`config.mk`:
```
export PLATFORM = sky130hd
export DESIGN_NAME = fc8_cpu_interrupt_sequencer
export DESIGN_NICKNAME = d
export VERILOG_FILES = /design/src/rtl/fc8_cpu_interrupt_sequencer_pkg.sv /design/src/rtl/fc8_cpu_interrupt_sequencer_nmi_edge_latch.sv /design/src/rtl/fc8_cpu_interrupt_sequencer.sv
export SDC_FILE = /design/constraint.sdc
export NUM_CORES = 1
export LEC_CHECK = 0
export BUFFER_PORTS_ARGS = -buffer_cell sky130_fd_sc_hd__buf_2
export CAP_MARGIN = 0
export CORE_AREA = 4 4 105 77
export DETAILED_ROUTE_END_ITERATION = 12
export DIE_AREA = 0 0 109 81
export PLACE_DENSITY = 0.84
export SYNTH_ARGS = -nofsm -noshare
export SYNTH_HDL_FRONTEND = slang
export SYNTH_SLANG_ARGS = --single-unit
```
`constraint.sdc`:
```
create_clock -name clk_cpu -period 1.5 [get_ports clk_cpu]
set_input_delay 0.225 -clock clk_cpu [delete_from_list [all_inputs] [get_ports clk_cpu]]
set_output_delay 0.225 -clock clk_cpu [all_outputs]
set_load 0.005 [all_outputs]
```
`src/rtl/fc8_cpu_interrupt_sequencer_pkg.sv`:
```
// Shared constants and state encoding for the FC8 CPU interrupt entry sequencer.
package fc8_cpu_interrupt_sequencer_pkg;

  localparam logic [7:0]  FC8_STACK_PAGE = 8'h01;
  localparam logic [15:0] FC8_NMI_VECTOR = 16'hFFFA;
  localparam logic [15:0] FC8_IRQ_VECTOR = 16'hFFFE;

  typedef enum logic [2:0] {
    IseqIdle      = 3'd0,
    IseqPushPch   = 3'd1,
    IseqPushPcl   = 3'd2,
    IseqPushFlags = 3'd3,
    IseqVecLo     = 3'd4,
    IseqVecHi     = 3'd5,
    IseqLoadPc    = 3'd6
  } iseq_state_e;

endpackage

```
`src/rtl/fc8_cpu_interrupt_sequencer_nmi_edge_latch.sv`:
```
// NMI rising-edge detector with a sticky latch; a new edge beats a same-cycle clear.
module fc8_cpu_interrupt_sequencer_nmi_edge_latch (
  input  logic clk_cpu,
  input  logic rst_n,
  input  logic i_nmi_req,
  input  logic i_clear,
  output logic o_latched
);

  logic r_prev;
  logic r_latched;
  logic w_edge;

  assign w_edge = i_nmi_req & ~r_prev;

  always_ff @(posedge clk_cpu) begin
    if (!rst_n) begin
      r_prev    <= 1'b0;
      r_latched <= 1'b0;
    end else begin
      r_prev    <= i_nmi_req;
      r_latched <= w_edge | (r_latched & ~i_clear);
    end
  end

  assign o_latched = r_latched;

endmodule

```
`src/rtl/fc8_cpu_interrupt_sequencer.sv`:
```
// Interrupt entry sequencer: arbitrates NMI/IRQ at instruction boundaries, pushes
// PCH/PCL/FLAGS, fetches the vector and hands the new PC/SP/I back to the core.
module fc8_cpu_interrupt_sequencer
  import fc8_cpu_interrupt_sequencer_pkg::*;
#(
  parameter logic [7:0]  STACK_PAGE = FC8_STACK_PAGE,
  parameter logic [15:0] NMI_VECTOR = FC8_NMI_VECTOR,
  parameter logic [15:0] IRQ_VECTOR = FC8_IRQ_VECTOR
) (
  input  logic        clk_cpu,
  input  logic        rst_n,
  input  logic        cpu_nmi_req,
  input  logic        cpu_irq_req,
  input  logic        insn_boundary,
  input  logic        i_flag,
  input  logic [15:0] pc_in,
  input  logic [7:0]  sp_in,
  input  logic [7:0]  flags_in,
  output logic        mem_req,
  output logic        mem_we,
  output logic [15:0] mem_addr,
  output logic [7:0]  mem_wdata,
  input  logic [7:0]  mem_rdata,
  input  logic        mem_ready,
  output logic        seq_busy,
  output logic        nmi_taken,
  output logic        irq_taken,
  output logic        pc_load,
  output logic [15:0] pc_load_value,
  output logic        sp_load,
  output logic [7:0]  sp_load_value,
  output logic        set_i
);

  iseq_state_e r_state;
  iseq_state_e w_state_next;

  logic [15:0] r_pc;
  logic [7:0]  r_sp;
  logic [7:0]  r_flags;
  logic [15:0] r_vec;
  logic [15:0] r_pc_load_value;
  logic [7:0]  r_sp_load_value;

  logic        w_nmi_latched;
  logic        w_can_accept;
  logic        w_accept_nmi;
  logic        w_accept_irq;
  logic        w_accept;
  logic [7:0]  w_sp_m1;
  logic [7:0]  w_sp_m2;
  logic [15:0] w_vec_p1;

  fc8_cpu_interrupt_sequencer_nmi_edge_latch u_nmi_latch (
    .clk_cpu   (clk_cpu),
    .rst_n     (rst_n),
    .i_nmi_req (cpu_nmi_req),
    .i_clear   (w_accept_nmi),
    .o_latched (w_nmi_latched)
  );

  // rst_n gating keeps the taken pulses quiet while reset is held.
  assign w_can_accept = (r_state == IseqIdle) & insn_boundary & rst_n;
  assign w_accept_nmi = w_can_accept & w_nmi_latched;
  assign w_accept_irq = w_can_accept & ~w_nmi_latched & cpu_irq_req & ~i_flag;
  assign w_accept     = w_accept_nmi | w_accept_irq;

  assign w_sp_m1  = r_sp - 8'd1;
  assign w_sp_m2  = r_sp - 8'd2;
  assign w_vec_p1 = r_vec + 16'd1;

  always_comb begin
    w_state_next = r_state;
    mem_req      = 1'b0;
    mem_we       = 1'b0;
    mem_addr     = 16'h0000;
    mem_wdata    = 8'h00;
    pc_load      = 1'b0;
    sp_load      = 1'b0;
    set_i        = 1'b0;
    case (r_state)
      IseqIdle: begin
        if (w_accept) w_state_next = IseqPushPch;
      end
      IseqPushPch: begin
        mem_req   = 1'b1;
        mem_we    = 1'b1;
        mem_addr  = {STACK_PAGE, r_sp};
        mem_wdata = r_pc[15:8];
        if (mem_ready) w_state_next = IseqPushPcl;
      end
      IseqPushPcl: begin
        mem_req   = 1'b1;
        mem_we    = 1'b1;
        mem_addr  = {STACK_PAGE, w_sp_m1};
        mem_wdata = r_pc[7:0];
        if (mem_ready) w_state_next = IseqPushFlags;
      end
      IseqPushFlags: begin
        mem_req   = 1'b1;
        mem_we    = 1'b1;
        mem_addr  = {STACK_PAGE, w_sp_m2};
        mem_wdata = r_flags;
        if (mem_ready) w_state_next = IseqVecLo;
      end
      IseqVecLo: begin
        mem_req  = 1'b1;
        mem_addr = r_vec;
        if (mem_ready) w_state_next = IseqVecHi;
      end
      IseqVecHi: begin
        mem_req  = 1'b1;
        mem_addr = w_vec_p1;
        if (mem_ready) w_state_next = IseqLoadPc;
      end
      IseqLoadPc: begin
        pc_load      = 1'b1;
        sp_load      = 1'b1;
        set_i        = 1'b1;
        w_state_next = IseqIdle;
      end
      default: w_state_next = IseqIdle;
    endcase
  end

  always_ff @(posedge clk_cpu) begin
    if (!rst_n) begin
      r_state         <= IseqIdle;
      r_pc            <= 16'h0000;
      r_sp            <= 8'h00;
      r_flags         <= 8'h00;
      r_vec           <= 16'h0000;
      r_pc_load_value <= 16'h0000;
      r_sp_load_value <= 8'h00;
    end else begin
      r_state <= w_state_next;
      if (w_accept) begin
        r_pc            <= pc_in;
        r_sp            <= sp_in;
        r_flags         <= flags_in;
        r_vec           <= w_accept_nmi ? NMI_VECTOR : IRQ_VECTOR;
        r_sp_load_value <= sp_in - 8'd3;
      end
      if (r_state == IseqVecLo && mem_ready) r_pc_load_value[7:0]  <= mem_rdata;
      if (r_state == IseqVecHi && mem_ready) r_pc_load_value[15:8] <= mem_rdata;
    end
  end

  assign seq_busy      = (r_state != IseqIdle) | w_accept;
  assign nmi_taken     = w_accept_nmi;
  assign irq_taken     = w_accept_irq;
  assign pc_load_value = r_pc_load_value;
  assign sp_load_value = r_sp_load_value;

endmodule

```
==> impl_metrics.tcl, run 1 <==
set metrics [dict create \
    drv_cap 0 \
    startpoint_type "flop" \
    rsz0062_at_grt "true" \
    initial_core_util_pct 43.9 \
    synth.distinct_cells 48 \
    clock-sinks 63 \
    max_freq_mhz 467 \
    rows 26 \
    cpLargestDelayFamily "buffers and inverters" \
    num_io_pins 103 \
    utilization_pct 75.9 \
    p_leak_uw 0.00240 \
    core_area_sq_mm 0.00712 \
    crit_arrival_ns 1.92 \
    peakVddDrop_mv 0.618 \
    clockBufferDepth 2 \
    yosysSeqAreaShare_pct 40.3 \
    worst_pin_slew_ns 0.425 \
    finalNonFillerCells 633 \
    hpwl_um 6260 \
    fin_area_sq_mm 0.00540 \
    synthCells 387 \
    drc_errors 0 \
    ys_warn_count 0 \
    die-area_sq_mm 0.00883 \
    max_slew_margin_pct 71.4 \
    avgSynthCellArea_sq_um 8.08 \
    ant_nets 0 \
    antenna_found_initial 0 \
    clockRootBuffer "clkbuf_8" \
    violations "setup timing" \
    grt_max_degree 35 \
    num_vias 3726 \
    synth_common_cells "nand2_1, dfxtp_1, a21boi_1" \
    place.gp.congestion 0.873 \
    worst_slack_ns -0.643 \
    cts_buffers 9 \
    firstDrtPassIters 5 \
    period_share_pct 143 \
    wire_per_inst_um 21.6 \
    maxSlewViolCount 0 \
    synth_top_cell_by_area "dfxtp_1" \
    critPathKind "flop to output port" \
    path_max_fanout 3 \
    skew_ns 0.00485 \
    cts.htree.levels 3 \
    cts_hold_buf 0 \
    syn_nets 437 \
    synthToLayoutAreaGrowth_pct 72.8 \
    hold_violations 0 \
    dp.cells 589 \
    grtUsageTotal_pct 26.2 \
    via_per_inst 5.89 \
    end_kind "output port" \
    synth.top_cells.by_area "dfxtp_1, nand2_1, a21boi_1, a21boi_0, mux2_2" \
    async_flop_share_pct 0 \
    drtIter0Drc 290 \
    crit_slowest_cell "dfxtp_2" \
    finalNetCount 581 \
    io_buffers 102 \
    grt_pass1_vias 3477 \
    grt_first_pass_wirelength_um 17500 \
    syn_area_sq_mm 0.00313 \
    setup_viol 73 \
    cp_slowest_stage_delay_ns 0.34 \
    status "finished, violations left" \
    synth_seq_cells 63 \
    clk_pin_slew_ns 0.07 \
    grt.overflow.total 0 \
    cp.buffers_inverters 3 \
    clk_latency_ns 0.35 \
    crit_chain "inv_2 -> buf_6 -> ha_4 -> and3b_2 -> nand4b_1 -> o311ai_1 -> buf_2" \
    worst_hold_path_type "primary input to flop" \
    antenna_cells 0 \
    synth_edf_count 0 \
    drive_gt1_share_pct 61.1 \
    yosysMostFrequentCell "nand2_1" \
    synth_ff_type "dfxtp_1" \
    powerDensity_mw_per_mm2 847 \
    dpl-instance-area_sq_mm 0.00388 \
    wirelength_um 13700 \
    cts_tree "built" \
    period_minus_slack_ns 2.14 \
    worstPathRequired_ns 1.27 \
    die_y_um 81 \
    synth_top_area_share_pct 40.3 \
    die_width_um 109 \
]
## path summary, 6_finish.rpt
| check | start | slack (ns) | to | cells past startpoint |
|---|---|---|---|---|
| worst max-delay path | r_sp[1] | -0.64 | mem_addr[7] | 7 |
| worst min-delay path | cpu_nmi_req | 0.11 | u_nmi_latch.r_prev | 2 |
| worst max register to register | r_state[0] | -0.39 | r_pc[11] | 9 |
| worst min register to register | pc_load_value[11] | 0.46 | pc_load_value[11] | 2 |
## power breakdown
group,switching [uW],internal [uW]
clock,674,967
combinational,578,555
sequential,67.1,1730
total,1320,3260
## worst register-to-register path: stages, from the launching register on
cell and delay [ns]:
dfxtp_4 0.38, buf_8 0.16, nor3_4 0.16, buf_4 0.15, buf_6 0.11, o2111a_2 0.26, buf_12 0.17, clkbuf_16 0.18
nand2_4 0.05, a21boi_1 0.19
## metrics by stage
stage / worst slack, ns / setup TNS (ns) / hold slack [ns] / power (uW)
after floorplan: -0.0532 / -0.0627 / 0.316 / 2140
after global placement: -0.207 / -1.92 / 0.438 / 2410
after detailed placement: -0.245 / -4.59 / 0.446 / 2430
after CTS: -0.497 / -16.37 / 0.0921 / 4300
after global routing: -0.704 / -27.84 / 0.0927 / 4720
final: -0.643 / -23.86 / 0.105 / 4580
## what timing repair did
item / CTS / global route
endpoints found under the setup margin: 83 / 91
gates cloned: 7 / 1
setup buffers: 19 / 8
gates resized for setup: 118 / 145
pin swaps: 33 / 69
## registers in the layout, indices dropped and copies added, names as in the netlist
name                   count
u_nmi_latch.r_prev         1
r_flags                    8
r_state                    3
pc_load_value             16
u_nmi_latch.o_latched      1
r_vec                      2
sp_load_value              8
r_pc                      16
r_sp                       8
## cells in the final DEF, fill, tap and decap left out, types with 4 or more instances in the layout
master / n
a21oi_2: 8
buf_2: 90
clkbuf_8: 10
o21ai_2: 4
mux2_2: 5
nor2_1: 15
nand2_2: 9
xnor2_1: 6
a21boi_1: 16
dfxtp_2: 5
buf_12: 7
buf_6: 33
inv_2: 4
a22oi_2: 9
nand2b_1: 4
buf_16: 4
nand2_4: 30
dfxtp_1: 56
a21boi_2: 28
a21oi_1: 4
buf_4: 28
a21boi_0: 7
nand2_1: 69
## layer usage
metal	vias up	wire length (um)	GRT usage, %
met3	88	1280	10.2
met1	1783	5040	29.0
li1	1589	-	-
met2	266	6590	44.4
met5	-	0	0
met4	0	763	12.7
## final cells by class
class / count / area, sq um
clock inverter: 4 / 70.1
fill: 403 / 1720
clock buffer: 11 / 141
timing repair buffer: 166 / 1360
inverter: 9 / 50.0
tap: 98 / 123
multi-input combinational: 282 / 2380
sequential: 63 / 1270
## cells by family (layout without fill, tap and decap cells)
family | Yosys count | count (layout) | share of synthesized area, %
AND/OR/NAND/NOR | 161 | 161 | 22.6
AO/OA/AOI/OAI | 101 | 101 | 23.2
flip-flops | 63 | 63 | 40.3
buffers and inverters | 42 | 190 | 7.24
multiplexers | 9 | 9 | 3.20
XOR/XNOR | 8 | 8 | 2.24
adder cells (fa/ha/maj) | 3 | 3 | 1.20
No activity file was read; power rests on OpenSTA's default activity.
==> run 2, diff against run 1 <==
--- a/config.mk
+++ b/config.mk
@@ -10,6 +10,7 @@
 export CORE_AREA = 4 4 105 77
 export DETAILED_ROUTE_END_ITERATION = 12
 export DIE_AREA = 0 0 109 81
+export GPL_TIMING_DRIVEN = 0
 export PLACE_DENSITY = 0.84
 export SYNTH_ARGS = -nofsm -noshare
 export SYNTH_HDL_FRONTEND = slang
==> run 2 against run 1 <==
The flow still finishes with violations (setup timing). Critical endpoint is now mem_addr[5]. Setup slack improved by 0.10 ns. Worst hold slack got worse by 0.0015 ns. Critical path type unchanged. Combinational power up 6%. Register-to-register slack worse by 0.04 ns. Die area did not move.
==> impl_metrics.tcl, run 2 (synthesis results as in run 1) <==
set metrics [dict create \
    worst_hold_path_type "primary input to flop" \
    max_freq_mhz 490 \
    worstPathRequired_ns 1.27 \
    rows 26 \
    violations "setup timing" \
    die_width_um 109 \
    startpoint_type "flop" \
    grt.overflow.total 0 \
    via_per_inst 6.03 \
    mostFrequentLayoutCells "buf_2, nand2_1, dfxtp_1" \
    rsz0062_at_grt "true" \
    powerDensity_mw_per_mm2 926 \
    reg2reg_slack_ns -0.43 \
    synthToLayoutAreaGrowth_pct 74.6 \
    grt_first_pass_wirelength_um 18200 \
    drtIter0Drc 365 \
    grtUsageTotal_pct 27.1 \
    antenna_found_initial 0 \
    crit_path_start "r_sp[1]" \
    die-area_sq_mm 0.00883 \
    crit_chain "inv_4 -> ha_4 -> and3b_2 -> buf_6 -> nand2_2 -> o211ai_1 -> o211ai_1 -> buf_2" \
    dp_slack_ns -0.465 \
    path_max_fanout 4 \
    clockBufferDepth 2 \
    fin_area_sq_mm 0.00546 \
    worstReg2RegStart "r_state[0]" \
    cts_tree "built" \
    ant_nets 0 \
    max_slew_margin_pct 54.9 \
    num_vias 3926 \
    peakVddDrop_mv 0.574 \
    wirelength_um 14500 \
    clk_latency_ns 0.36 \
    cp_slowest_stage_delay_ns 0.38 \
    num_io_pins 103 \
    dpl-instance-area_sq_mm 0.00377 \
    initial_core_util_pct 43.9 \
    antenna_cells 0 \
    drv_cap 0 \
    crit_arrival_ns 1.81 \
    drive_gt1_share_pct 57.0 \
    place.gp.congestion 0.906 \
    worst_slack_ns -0.539 \
    clk_pin_slew_ns 0.08 \
    die_y_um 81 \
    status "finished, violations left" \
    nFillCells 374 \
    cts.htree.levels 3 \
    setup_viol 76 \
    firstDrtPassIters 5 \
    finalNetCount 598 \
    worstHoldStart "pc_in[6]" \
    hold_violations 0 \
    final_common_cell "buf_2" \
    clockRootBuffer "clkbuf_8" \
    crit_top_cell "o211ai_1" \
    hpwl_um 6860 \
    hold_ws_ns 0.104 \
    grt_max_degree 13 \
    grt_pass1_vias 3579 \
    end_kind "output port" \
    period_share_pct 136 \
    critPathKind "flop to output port" \
    maxSlewViolCount 0 \
    cts_buffers 9 \
    crit_slowest_cell "dfxtp_4" \
    drc_errors 0 \
    wire_per_inst_um 22.3 \
    period_minus_slack_ns 2.04 \
    skew_ns 0.0156 \
    power_uw 5050 \
    worst_pin_slew_ns 0.676 \
    clock-sinks 63 \
    core_area_sq_mm 0.00712 \
    io_buffers 102 \
    p_leak_uw 0.00240 \
]
run 2: cell types whose count changed in the layout (fill, tap and decap cells not counted), sizes merged:
cell    previous run  this run
buf              164       170
bufinv             2         4
clkbuf            13        22
clkinv             3         2
inv                7         9
run 2: critical path, delay by kind of cell (launching register included):
| kind | cells | cell delay [ns] |
|---|---|---|
| AOI/OAI and AO/OA | 2 | 0.32 |
| DFF | 1 | 0.38 |
| buffers and inverters | 3 | 0.35 |
| and+or+nand+nor | 2 | 0.26 |
| adders and majority gates | 1 | 0.15 |
run 2: metal layers:
metal  part of all wire [%]  up-vias  track usage [%]  routed length (um)
met5                      0        -                0                   0
met4                    6.0        0             13.0                 865
met3                     13       98             8.10                1840
met2                     44      365             46.2                6410
met1                     37     1838             31.3                5400
li1                       -     1625                -                   -
run 2: cell type report:
type                            instances  area [sq um]  area share, %
Buffer                                 31           355           6.51
Clock buffer                            9           124           2.27
Clock inverter                          7           145           2.66
Inverter                                9          48.8          0.894
Multi-Input combinational cell        282          2210           40.4
Sequential cell                        63          1280           23.4
Tap cell                               98           123           2.25
Timing Repair Buffer                  152          1180           21.6
run 2: repair_timing:
item / 4_1_cts / 5_1_grt
setup buffers: 28 / 20
gates resized for setup: 144 / 128
pin swaps: 32 / 65
setup endpoints to repair: 78 / 75
gates cloned: 4 / 1
hold buffers: 0 / 0
run 2: worst paths after layout:
path	end	cells past startpoint
worst max-delay path	mem_addr[5]	8
worst min-delay path	r_pc[6]	3
worst max register to register	r_pc[0]	9
worst min register to register	pc_load_value[12]	2
run 2: where the power goes:
group | total (uW) | internal [uW] | switching (uW)
sequential | 1790 | 1730 | 61.6
combinational | 1200 | 608 | 596
clock | 2060 | 1280 | 782
total | 5050 | 3610 | 1440
run 2: through the flow:
step	setup TNS [ns]	utilization [%]	cells
final	-25.54	76.6	651
after global routing	-28.58	76.6	651
after CTS	-16.54	68.7	634
after detailed placement	-16.51	52.9	587
after global placement	-13.32	52.9	587
after floorplan	-0.0627	-	387
